--- config.mk ---
export PLATFORM = sky130hd
export DESIGN_NAME = instr_mem_adapter_flat
export DESIGN_NICKNAME = d
export VERILOG_FILES = /design/src/rtl/gpgpu_mem_pkg.sv /design/src/rtl/instr_mem_adapter_if.sv /design/src/rtl/instr_mem_adapter_line_assembler.sv /design/src/rtl/instr_mem_adapter.sv /design/src/flat_wrapper.sv
export SDC_FILE = /design/constraint.sdc
export NUM_CORES = 1
export LEC_CHECK = 0
export CAP_MARGIN = 30
export CORE_AREA = 2 2 165 167
export CTS_CLUSTER_SIZE = 28
export DETAILED_ROUTE_END_ITERATION = 8
export DIE_AREA = 0 0 167 169
export GPL_ROUTABILITY_DRIVEN = 1
export MAX_ROUTING_LAYER = met4
export PLACE_DENSITY = 0.59
export SLEW_MARGIN = 20
export SYNTH_ARGS = -nofsm -noshare
export SYNTH_HDL_FRONTEND = slang
export SYNTH_SLANG_ARGS = --single-unit
--- constraint.sdc ---
create_clock -name clk_i -period 3.1 [get_ports clk_i]
set_input_delay 0.62 -clock clk_i [delete_from_list [all_inputs] [get_ports clk_i]]
set_output_delay 0.62 -clock clk_i [all_outputs]
set_load 0.01 [all_outputs]
--- src/rtl/gpgpu_mem_pkg.sv ---
// Shared memory-side definitions for the GPGPU instruction path: cache line
// geometry defaults, the line-fill adapter state encoding and beat helper.
package gpgpu_mem_pkg;

    localparam int unsigned ICACHE_LINE_SIZE     = 16;
    localparam int unsigned ICACHE_MEM_TAG_WIDTH = 8;
    localparam int unsigned OBI_ADDR_WIDTH       = 32;

    typedef enum logic [1:0] {
        StIdle,
        StFetch,
        StResp
    } instr_mem_adapter_state_e;

    // Number of bus beats needed to move one cache line.
    function automatic int unsigned calc_beats(input int unsigned line_size,
                                               input int unsigned bus_width);
        return (line_size * 8) / bus_width;
    endfunction

endpackage

--- src/rtl/instr_mem_adapter_if.sv ---
// Cache memory-side request/response interfaces used by the instruction
// line-fill adapter. The cache drives requests (master) and receives
// responses (slave).
interface VX_mem_req_if
    import gpgpu_mem_pkg::*;
#(
    parameter int unsigned DATA_WIDTH = ICACHE_LINE_SIZE * 8,
    parameter int unsigned ADDR_WIDTH = 28,
    parameter int unsigned TAG_WIDTH  = ICACHE_MEM_TAG_WIDTH
);
    logic                    valid;
    logic                    rw;
    logic [DATA_WIDTH/8-1:0] byteen;
    logic [ADDR_WIDTH-1:0]   addr;
    logic [DATA_WIDTH-1:0]   data;
    logic [TAG_WIDTH-1:0]    tag;
    logic                    ready;

    modport master (output valid, rw, byteen, addr, data, tag, input ready);
    modport slave  (input valid, rw, byteen, addr, data, tag, output ready);
endinterface

interface VX_mem_rsp_if
    import gpgpu_mem_pkg::*;
#(
    parameter int unsigned DATA_WIDTH = ICACHE_LINE_SIZE * 8,
    parameter int unsigned TAG_WIDTH  = ICACHE_MEM_TAG_WIDTH
);
    logic                  valid;
    logic [DATA_WIDTH-1:0] data;
    logic [TAG_WIDTH-1:0]  tag;
    logic                  ready;

    modport master (output valid, data, tag, input ready);
    modport slave  (input valid, data, tag, output ready);
endinterface

--- src/rtl/instr_mem_adapter_line_assembler.sv ---
// Line assembler: collects in-order read beats into a cache line buffer.
// Beat 0 lands in the lowest bus-width slice.
module line_assembler #(
    parameter int unsigned BEATS     = 4,
    parameter int unsigned BUS_WIDTH = 32,
    parameter int unsigned CNT_W     = 3
) (
    input  logic                       clk_i,
    input  logic                       rst_ni,
    input  logic                       clear,
    input  logic                       en,
    input  logic                       rvalid,
    input  logic [BUS_WIDTH-1:0]       rdata,
    output logic [BEATS*BUS_WIDTH-1:0] line,
    output logic                       done
);

    logic [BEATS*BUS_WIDTH-1:0] line_q, line_d;
    logic [CNT_W-1:0]           recv_cnt_q, recv_cnt_d;
    logic                       wr;

    // Saturating guard keeps recv_cnt from ever passing BEATS.
    assign wr   = en && rvalid && (recv_cnt_q < CNT_W'(BEATS));
    // Pulses in the cycle the final beat is written.
    assign done = wr && (recv_cnt_q == CNT_W'(BEATS - 1));
    assign line = line_q;

    // Next-state: clear the beat counter on a new fill, else store one beat.
    always_comb begin
        line_d     = line_q;
        recv_cnt_d = recv_cnt_q;
        if (clear) begin
            recv_cnt_d = '0;
        end else if (wr) begin
            for (int unsigned b = 0; b < BEATS; b++) begin
                if (recv_cnt_q == CNT_W'(b)) begin
                    line_d[b*BUS_WIDTH +: BUS_WIDTH] = rdata;
                end
            end
            recv_cnt_d = recv_cnt_q + CNT_W'(1);
        end
    end

    // Line buffer and beat counter registers.
    always_ff @(posedge clk_i or negedge rst_ni) begin
        if (!rst_ni) begin
            line_q     <= '0;
            recv_cnt_q <= '0;
        end else begin
            line_q     <= line_d;
            recv_cnt_q <= recv_cnt_d;
        end
    end

endmodule

--- src/rtl/instr_mem_adapter.sv ---
// Instruction cache line-fill adapter: turns one line read into BEATS
// consecutive OBI word reads and returns the assembled line with its tag.
// Read-only; an accepted write only sets the sticky err_o flag.
// Optional: define INSTR_MEM_ADAPTER_PERF_EN to add fill/stall counters.
module instr_mem_adapter
    import gpgpu_mem_pkg::*;
#(
    parameter int unsigned LINE_SIZE       = ICACHE_LINE_SIZE,
    parameter int unsigned LINE_ADDR_WIDTH = 28,
    parameter int unsigned TAG_WIDTH       = ICACHE_MEM_TAG_WIDTH,
    parameter int unsigned BUS_WIDTH       = 32
) (
    input  logic                      clk_i,
    input  logic                      rst_ni,
    VX_mem_req_if.slave               mem_req,
    VX_mem_rsp_if.master              mem_rsp,
    output logic                      obi_req_o,
    input  logic                      obi_gnt_i,
    output logic [OBI_ADDR_WIDTH-1:0] obi_addr_o,
    output logic                      obi_we_o,
    output logic [BUS_WIDTH/8-1:0]    obi_be_o,
    output logic [BUS_WIDTH-1:0]      obi_wdata_o,
    input  logic                      obi_rvalid_i,
    input  logic [BUS_WIDTH-1:0]      obi_rdata_i,
    output logic                      err_o
`ifdef INSTR_MEM_ADAPTER_PERF_EN
    ,
    output logic [31:0]               perf_fills_o,
    output logic [31:0]               perf_stall_o
`endif
);

    localparam int unsigned BEATS     = calc_beats(LINE_SIZE, BUS_WIDTH);
    localparam int unsigned CNT_W     = $clog2(BEATS) + 1;
    localparam int unsigned OFF_W     = $clog2(LINE_SIZE);
    localparam int unsigned BUS_BYTES = BUS_WIDTH / 8;

    instr_mem_adapter_state_e   state_q, state_d;
    logic [CNT_W-1:0]           issue_cnt_q, issue_cnt_d;
    logic [LINE_ADDR_WIDTH-1:0] line_addr_q, line_addr_d;
    logic [TAG_WIDTH-1:0]       tag_q, tag_d;
    logic                       err_q, err_d;

    logic                       fetch;
    logic                       req_hs;
    logic                       rsp_hs;
    logic                       issue_hs;
    logic                       asm_clear;
    logic                       asm_done;
    logic [OBI_ADDR_WIDTH-1:0]  beat_addr;
    logic                       unused_req;

    // Write payload is never consumed by a read-only adapter.
    assign unused_req = ^{mem_req.byteen, mem_req.data};

    assign fetch         = (state_q == StFetch);
    assign mem_req.ready = (state_q == StIdle);
    assign req_hs        = mem_req.valid && mem_req.ready;
    assign obi_req_o     = fetch && (issue_cnt_q < CNT_W'(BEATS));
    assign issue_hs      = obi_req_o && obi_gnt_i;
    assign mem_rsp.valid = (state_q == StResp);
    assign rsp_hs        = mem_rsp.valid && mem_rsp.ready;
    assign mem_rsp.tag   = tag_q;
    assign err_o         = err_q;

    // Line base plus beat offset, wrapped to the bus address width.
    assign beat_addr  = OBI_ADDR_WIDTH'((64'(line_addr_q) << OFF_W)
                                        + 64'(issue_cnt_q) * 64'(BUS_BYTES));
    assign obi_addr_o = fetch ? beat_addr : '0;

    assign obi_we_o    = 1'b0;
    assign obi_be_o    = '1;
    assign obi_wdata_o = '0;

    line_assembler #(
        .BEATS     (BEATS),
        .BUS_WIDTH (BUS_WIDTH),
        .CNT_W     (CNT_W)
    ) u_line_assembler (
        .clk_i  (clk_i),
        .rst_ni (rst_ni),
        .clear  (asm_clear),
        .en     (fetch),
        .rvalid (obi_rvalid_i),
        .rdata  (obi_rdata_i),
        .line   (mem_rsp.data),
        .done   (asm_done)
    );

    // Next-state: accept requests in idle, issue beats in fetch, hand off in resp.
    always_comb begin
        state_d     = state_q;
        issue_cnt_d = issue_cnt_q;
        line_addr_d = line_addr_q;
        tag_d       = tag_q;
        err_d       = err_q;
        asm_clear   = 1'b0;
        unique case (state_q)
            StIdle: begin
                if (req_hs) begin
                    if (mem_req.rw) begin
                        err_d = 1'b1;
                    end else begin
                        line_addr_d = mem_req.addr;
                        tag_d       = mem_req.tag;
                        issue_cnt_d = '0;
                        asm_clear   = 1'b1;
                        state_d     = StFetch;
                    end
                end
            end
            StFetch: begin
                if (issue_hs) begin
                    issue_cnt_d = issue_cnt_q + CNT_W'(1);
                end
                if (asm_done) begin
                    state_d = StResp;
                end
            end
            StResp: begin
                if (rsp_hs) begin
                    state_d = StIdle;
                end
            end
            default: state_d = StIdle;
        endcase
    end

    // FSM state and request context registers.
    always_ff @(posedge clk_i or negedge rst_ni) begin
        if (!rst_ni) begin
            state_q     <= StIdle;
            issue_cnt_q <= '0;
            line_addr_q <= '0;
            tag_q       <= '0;
            err_q       <= 1'b0;
        end else begin
            state_q     <= state_d;
            issue_cnt_q <= issue_cnt_d;
            line_addr_q <= line_addr_d;
            tag_q       <= tag_d;
            err_q       <= err_d;
        end
    end

`ifdef INSTR_MEM_ADAPTER_PERF_EN
    logic [31:0] perf_fills_q;
    logic [31:0] perf_stall_q;

    // Event counters: completed fills and cycles stalled waiting for grant.
    always_ff @(posedge clk_i or negedge rst_ni) begin
        if (!rst_ni) begin
            perf_fills_q <= '0;
            perf_stall_q <= '0;
        end else begin
            if (rsp_hs) begin
                perf_fills_q <= perf_fills_q + 32'd1;
            end
            if (obi_req_o && !obi_gnt_i) begin
                perf_stall_q <= perf_stall_q + 32'd1;
            end
        end
    end

    assign perf_fills_o = perf_fills_q;
    assign perf_stall_o = perf_stall_q;
`endif

endmodule

--- src/flat_wrapper.sv ---
// flat-port wrapper written by rule: the top's interface ports become plain ports
module instr_mem_adapter_flat import gpgpu_mem_pkg::*;
#(
    parameter int unsigned LINE_SIZE       = ICACHE_LINE_SIZE,
    parameter int unsigned LINE_ADDR_WIDTH = 28,
    parameter int unsigned TAG_WIDTH       = ICACHE_MEM_TAG_WIDTH,
    parameter int unsigned BUS_WIDTH       = 32
)
  (clk_i, rst_ni, obi_req_o, obi_gnt_i, obi_addr_o, obi_we_o, obi_be_o, obi_wdata_o, obi_rvalid_i, obi_rdata_i, err_o, mem_req_valid, mem_req_rw, mem_req_byteen, mem_req_addr, mem_req_data, mem_req_tag, mem_req_ready, mem_rsp_valid, mem_rsp_data, mem_rsp_tag, mem_rsp_ready);
  VX_mem_req_if #(.DATA_WIDTH((LINE_SIZE * 8)), .ADDR_WIDTH((28)), .TAG_WIDTH(TAG_WIDTH)) mem_req_i ();
  VX_mem_rsp_if #(.DATA_WIDTH((LINE_SIZE * 8)), .TAG_WIDTH(TAG_WIDTH)) mem_rsp_i ();
  input  logic clk_i;
  input  logic rst_ni;
  output logic obi_req_o;
  input  logic obi_gnt_i;
  output logic [OBI_ADDR_WIDTH-1:0] obi_addr_o;
  output logic obi_we_o;
  output logic [BUS_WIDTH/8-1:0] obi_be_o;
  output logic [BUS_WIDTH-1:0] obi_wdata_o;
  input  logic obi_rvalid_i;
  input  logic [BUS_WIDTH-1:0] obi_rdata_i;
  output logic err_o;
  input wire logic [$bits(mem_req_i.valid)-1:0] mem_req_valid;
  input wire logic [$bits(mem_req_i.rw)-1:0] mem_req_rw;
  input wire logic [$bits(mem_req_i.byteen)-1:0] mem_req_byteen;
  input wire logic [$bits(mem_req_i.addr)-1:0] mem_req_addr;
  input wire logic [$bits(mem_req_i.data)-1:0] mem_req_data;
  input wire logic [$bits(mem_req_i.tag)-1:0] mem_req_tag;
  output wire logic [$bits(mem_req_i.ready)-1:0] mem_req_ready;
  output wire logic [$bits(mem_rsp_i.valid)-1:0] mem_rsp_valid;
  output wire logic [$bits(mem_rsp_i.data)-1:0] mem_rsp_data;
  output wire logic [$bits(mem_rsp_i.tag)-1:0] mem_rsp_tag;
  input wire logic [$bits(mem_rsp_i.ready)-1:0] mem_rsp_ready;
  assign mem_req_i.valid = mem_req_valid;
  assign mem_req_i.rw = mem_req_rw;
  assign mem_req_i.byteen = mem_req_byteen;
  assign mem_req_i.addr = mem_req_addr;
  assign mem_req_i.data = mem_req_data;
  assign mem_req_i.tag = mem_req_tag;
  assign mem_req_ready = mem_req_i.ready;
  assign mem_rsp_valid = mem_rsp_i.valid;
  assign mem_rsp_data = mem_rsp_i.data;
  assign mem_rsp_tag = mem_rsp_i.tag;
  assign mem_rsp_i.ready = mem_rsp_ready;
  instr_mem_adapter #(.LINE_SIZE(LINE_SIZE), .LINE_ADDR_WIDTH(LINE_ADDR_WIDTH), .TAG_WIDTH(TAG_WIDTH), .BUS_WIDTH(BUS_WIDTH)) u_core (.clk_i(clk_i), .rst_ni(rst_ni), .mem_req(mem_req_i), .mem_rsp(mem_rsp_i), .obi_req_o(obi_req_o), .obi_gnt_i(obi_gnt_i), .obi_addr_o(obi_addr_o), .obi_we_o(obi_we_o), .obi_be_o(obi_be_o), .obi_wdata_o(obi_wdata_o), .obi_rvalid_i(obi_rvalid_i), .obi_rdata_i(obi_rdata_i), .err_o(err_o));
endmodule
==> results of run 1 <==
## logic make-up after synthesis
kind of cell	count (synthesis)	share of synthesized area, %
compound gates	40	3.14
xor+xnor	11	1.27
fa+ha+maj	8	1.32
buf+inv	69	5.69
flops	173	57.2
mux	165	24.6
other cells	2	0.0993
simple gates	93	6.70
## metal layers
metal / up-vias / global-route usage, % / part of all wire [%] / routed length (um)
met2: 209 / 22.6 / 44 / 9180
met4: 0 / 3.60 / 0.99 / 206
met1: 2680 / 19.8 / 46 / 9580
met5: - / - / 0 / 0
li1: 2495 / - / - / -
met3: 11 / 5.66 / 8.9 / 1840
## worst max-delay path by stage
stage          depth (start not counted)             end             startpoint  slack, ns
2_1_floorplan                          6  obi_addr_o[22]  u_core.issue_cnt_q[2]       0.51
3_3_place_gp                           6  obi_addr_o[25]  u_core.issue_cnt_q[2]       -0.1
3_5_place_dp                           6  obi_addr_o[24]  u_core.issue_cnt_q[2]      -0.10
4_1_cts                                7  obi_addr_o[25]  u_core.issue_cnt_q[2]      -0.06
5_1_grt                                6  obi_addr_o[29]  u_core.issue_cnt_q[2]      -0.08
6_report                               7  obi_addr_o[25]  u_core.issue_cnt_q[2]       0.02
## sequential cells by signal, summed over array words and instances, names as in the netlist
signal,flops
u_core.err_o,1
u_core.issue_cnt_q,3
u_core.line_addr_q,28
u_core.mem_rsp.tag,8
u_core.state_q,2
u_core.u_line_assembler.line,128
u_core.u_line_assembler.recv_cnt_q,3
## layout make-up
| cell class | count | area, um^2 | share of cell area, % |
|---|---|---|---|
| Sequential cell | 173 | 4330 | 38.1 |
| Multi-Input combinational cell | 356 | 3130 | 27.5 |
| Timing Repair Buffer | 294 | 2840 | 25.0 |
| Tap cell | 341 | 427 | 3.75 |
| Clock buffer | 17 | 425 | 3.74 |
| Clock inverter | 15 | 209 | 1.84 |
| Inverter | 4 | 15.0 | 0.132 |
## cell usage after synthesis, types with 4 or more instances
library cell	n
dfrtp_1	173
mux2_2	160
buf_4	41
nand2_1	22
a21oi_1	16
nor2_1	16
o21ai_0	11
buf_1	10
clkbuf_1	10
or3_1	10
ha_1	8
xnor2_1	8
nand3_1	7
nand4_1	7
mux2_1	5
nor4_1	5
or4_1	5
inv_1	4
## timing repair
item / 4_1_cts / 5_1_grt
endpoints found under the setup margin: 16 / 19
pin swaps: 14 / 14
hold endpoints to repair: 0 / 0
setup buffers: 4 / 4
gates resized for setup: 70 / 25
## report_power, final
group / internal (uW) / switching [uW] / total (uW)
logic: 2600 / 1790 / 4390
registers: 3120 / 560 / 3680
clock network: 1120 / 1130 / 2250
## through the flow
step | hold WS, ns | worst slack, ns | area [um^2]
after floorplan | 0.324 | 0.508 | 7700
after global placement | 0.454 | -0.0998 | 10500
after detailed placement | 0.477 | -0.100 | 10500
after CTS | 0.172 | -0.0566 | 11300
after global routing | 0.201 | -0.0837 | 11400
final | 0.164 | 0.0210 | 11400
==> impl_metrics.py, run 1 <==
metrics = {
    "grt": {
        "grt_pass1_vias": 5636,
        "grt_first_pass_wirelength_um": 32700,
        "grt_max_degree": 60,
        "grtUsageTotal_pct": 15.2,
        "grt.overflow.total": 0,
        "antenna_found_initial": 0,
    },
    "timing": {
        "period_minus_slack_ns": 3.08,
        "clock_skew_ns": 0.0161,
        "final.period_utilization_pct": 99.3,
        "maxSlewHeadroom_pct": 61.6,
        "tns_ns": 0,
        "timing.fmax_mhz": 325,
        "hold_viol_final": 0,
        "setup_viol": 0,
        "rsz0062_at_grt": "true",
        "timing.final.max_slew_violations": 0,
        "tightestPinTransition_ns": 0.575,
    },
    "worst_setup_path": {
        "r2r_start": "u_core.state_q[0]",
        "crit_required_ns": 2.48,
        "path_cells": "ha_4 -> nand4_1 -> or4_4 -> buf_6 -> or3_4 -> a21oi_4 -> buf_6",
        "crit_fanout": 5,
        "cp.arrival_ns": 2.46,
        "slowest_stage": "or4_4",
        "critPathLaunchType": "flop",
        "cp_num_buf_inv": 2,
        "critical_path_class": "flop to primary output",
        "r2r_end": "u_core.u_line_assembler.line[106]",
        "ff2ff_setup_slack_ns": 0.66,
        "crit_path_end_kind": "primary output",
        "slowest_delay_ns": 0.59,
        "r2r_cells": 6,
        "cp_top_family": "simple AND/OR/NAND/NOR gates",
        "crit_top_cell": "buf_6",
    },
    "drt": {
        "postRouteAntennaNets": 0,
        "drc_errors": 0,
        "drt-vias-per-instance": 4.50,
        "vias": 5395,
        "dr.pass1.iters": 4,
        "wl_per_cell_um": 17.3,
        "drt_iter0_drc": 279,
        "finalWirelength_um": 20800,
    },
    "placed_design": {
        "placed_cells": 1160,
        "place_hpwl_um": 14400,
        "gp_congestion": 0.827,
        "portBuffers": 244,
    },
    "finish": {
        "final_util_pct": 42.9,
        "final_layout_size_suffix_gt1_share_pct": 33.8,
        "fillCellCount": 2484,
        "layout.nets": 1073,
        "layoutNonFillerInstCount": 1200,
        "layout_common_cells": "clkdlybuf4s50_1, dfrtp_1, mux2_2",
        "synthToLayoutAreaGrowth_pct": 50.4,
        "n_antenna_cell": 0,
        "final_common_cell": "clkdlybuf4s50_1",
    },
    "flow_run": {
        "max_cap_viol_count": 0,
    },
    "logic_synthesis": {
        "synth_top_cell_by_area": "dfrtp_1",
        "synth.top_cell.area_share_pct": 57.2,
        "synth_edf_count": 0,
        "syn_area_per_cell_um2": 13.5,
        "synth_area_leaders": "dfrtp_1, mux2_2, buf_4, ha_1, nand2_1",
        "syn_area_um2": 7570,
        "synthFlopType": "dfrtp_1",
        "ys_seq_area_share_pct": 57.2,
        "yosys_warnings": 0,
        "synthArstFlopShare_pct": 100,
        "ys_seq_elements": 173,
        "postSynthCellCount": 561,
        "synth_cell_types": 44,
    },
    "die": {
        "die_area_um2": 28200,
        "core_area_um2": 26500,
        "die_h_um": 169,
        "initial_core_util_pct": 28.6,
        "num_rows": 60,
        "die-width_um": 167,
        "io_pins": 428,
    },
    "hold_path": {
        "hp-class": "input pin to asynchronous set/reset pin",
    },
    "clock_tree": {
        "clk_latency_ns": 0.43,
        "htreeDepth": 4,
        "path_clk_slew_ns": 0.08,
        "clockBufferDepth": 2,
        "numCtsBuffers": 17,
        "cts_root_buf": "clkbuf_16",
        "cts_sinks": 173,
        "cts_tree": "done",
        "ctsHoldBuffers": 0,
    },
    "power_and_ir_drop": {
        "vdd_drop_max_mv": 0.374,
        "power_uw": 10300,
        "p_per_area_nw_per_um2": 907,
        "leakage_uw": 0.00506,
    },
    "status": {
        "status": "finished, final reports clean",
    },
}
No activity file was read; power rests on OpenSTA's default activity.
==> run 2: changes to the inputs <==
TNS_END_PERCENT = 5   (was not set)
==> run 2 against run 1 <==
  * The flow now finishes with violations (setup timing)
  * Design area fell by 0.15%
  * Sequential share of layout area barely moved
  * Clock power barely moved
  * Die area did not move
  * Register-to-register slack barely moved
  * Sequential power barely moved
  * Worst setup slack got worse by 0.070 ns
  * Highest routed layer unchanged
  * Cell count barely moved
  * Total power fell by 0.14%
  * Non-clock buffer count fell by 1
  * First-iteration DRC count rose by 5.7%
  * Global-route usage barely moved
==> impl_metrics.py, run 2 (synthesized netlist as in run 1, its figures left out) <==
metrics = {
    "status": {
        "status": "complete, but fails checks",
        "violations": "setup timing",
    },
    "timing": {
        "timing.fmax_mhz": 318,
        "timing.final.max_slew_violations": 0,
        "fin_ws_ns": -0.0490,
        "tightestPinTransition_ns": 0.577,
        "final.period_utilization_pct": 102,
        "period_minus_slack_ns": 3.15,
        "maxSlewHeadroom_pct": 61.5,
        "clock_skew_ns": 0.0157,
        "hold_viol_final": 0,
        "setup_viol": 2,
        "rsz0062_at_grt": "true",
    },
    "drt": {
        "finalWirelength_um": 20900,
        "drt-vias-per-instance": 4.51,
        "drc_errors": 0,
        "vias": 5404,
        "dr.pass1.iters": 4,
        "wl_per_cell_um": 17.4,
        "postRouteAntennaNets": 0,
        "drt_iter0_drc": 295,
    },
    "clock_tree": {
        "cts_sinks": 173,
        "path_clk_slew_ns": 0.08,
        "clk_latency_ns": 0.43,
        "numCtsBuffers": 17,
        "cts_tree": "done",
        "htreeDepth": 4,
        "ctsHoldBuffers": 0,
        "cts_root_buf": "clkbuf_16",
        "clockBufferDepth": 2,
    },
    "grt": {
        "grt_pass1_vias": 5632,
        "grt_first_pass_wirelength_um": 32600,
        "grt_max_degree": 60,
        "grtUsageTotal_pct": 15.2,
        "grt.overflow.total": 0,
        "antenna_found_initial": 0,
    },
    "power_and_ir_drop": {
        "swShare_pct": 33.7,
        "internal_power_uw": 6840,
        "leakage_uw": 0.00505,
        "power_switching_uw": 3470,
        "clkPwrFrac_pct": 21.8,
        "p_per_area_nw_per_um2": 907,
        "seq_power_share_pct": 35.6,
        "combPwrFrac_pct": 42.6,
        "vdd_drop_max_mv": 0.378,
        "power_uw": 10300,
    },
    "placed_design": {
        "dpl_worst_slack_ns": -0.100,
        "portBuffers": 244,
        "place_hpwl_um": 14400,
        "gp_congestion": 0.827,
        "dpl_cell_area_um2": 10500,
    },
    "die": {
        "die-width_um": 167,
        "die_area_um2": 28200,
        "core_area_um2": 26500,
        "num_rows": 60,
        "die_h_um": 169,
        "initial_core_util_pct": 28.6,
        "io_pins": 428,
    },
    "worst_setup_path": {
        "critical_path_class": "flop to primary output",
        "cp.arrival_ns": 2.53,
        "crit_required_ns": 2.48,
        "crit_path_end_kind": "primary output",
        "crit_fanout": 6,
        "critPathLaunchType": "flop",
    },
    "finish": {
        "final_layout_size_suffix_gt1_share_pct": 33.7,
        "final_area_um2": 11400,
        "final_common_cell": "clkdlybuf4s50_1",
        "layout_common_cells": "clkdlybuf4s50_1, dfrtp_1, mux2_2",
        "synthToLayoutAreaGrowth_pct": 50.2,
        "n_antenna_cell": 0,
        "largest_register_ffs": 128,
        "layout.nets": 1072,
    },
    "hold_path": {
        "hp-class": "input pin to asynchronous set/reset pin",
    },
    "flow_run": {
        "max_cap_viol_count": 0,
    },
}
-- run 2: path summary, 6_finish.rpt --
kind / from / to / slack, ns / cells after the start
hold / removal: rst_ni / u_core.u_line_assembler.line[119] / 0.16 / 1
setup reg to reg: u_core.state_q[0] / u_core.u_line_assembler.line[106] / 0.67 / 6
hold reg to reg: u_core.mem_rsp.tag[3] / u_core.mem_rsp.tag[3] / 0.49 / 1
min in group clk_i: u_core.mem_rsp.tag[3] / u_core.mem_rsp.tag[3] / 0.49 / 1
max in group asynchronous: rst_ni / u_core.u_line_assembler.line[42] / 2.19 / 2
setup / recovery: u_core.issue_cnt_q[2] / obi_addr_o[22] / -0.05 / 8
-- run 2: repair_timing --
item,CTS,global route
gates resized for setup,70,24
pin swaps,12,10
buffers inserted,3,4
endpoints found under the hold margin,0,0
endpoints found under the setup margin,16,18
-- run 2: per-stage QoR --
step	util [%]	instances	hold slack, ns	setup TNS (ns)
floorplan	-	598	0.324	0
global placement	39.8	1160	0.454	-0.501
detailed placement	39.8	1160	0.477	-0.609
CTS	42.5	1195	0.172	-0.162
global route	42.9	1199	0.201	-0.968
finish	42.9	1199	0.163	-0.0864
-- run 2: power by group through the flow --
stage | combinational (uW) | clock (uW) | sequential [uW]
3_5_place_dp | 4380 | 0 | 3700
6_report | 4390 | 2250 | 3670
4_1_cts | 4370 | 2340 | 3670
2_1_floorplan | 1550 | 0 | 3960
5_1_grt | 4740 | 2440 | 3800
3_3_place_gp | 4360 | 0 | 3660
-- run 2: routing by layer --
metal	routed length, um	GRT usage [%]	part of all wire, %	vias up
li1	-	-	-	2487
met1	9510	19.8	46	2690
met2	9220	22.6	44	216
met3	1940	5.66	9.3	11
met4	206	3.60	0.99	0
met5	0	-	0	-
-- run 2: critical path, cell delays in order, from the launching register on --
cell	delay (ns)
dfrtp_2	0.41
buf_6	0.11
ha_4	0.14
nand4_4	0.10
or4_4	0.57
buf_6	0.15
or3_4	0.32
a21oi_2	0.15
buf_2	0.15
-- run 2: final cells by class --
cell class | instances | area (um^2)
clock buffer | 17 | 425
clock inverter | 15 | 209
fill | 2487 | 15100
inverter | 4 | 15.0
multi-input combinational | 356 | 3120
sequential | 173 | 4330
tap | 341 | 427
timing repair buffer | 293 | 2840
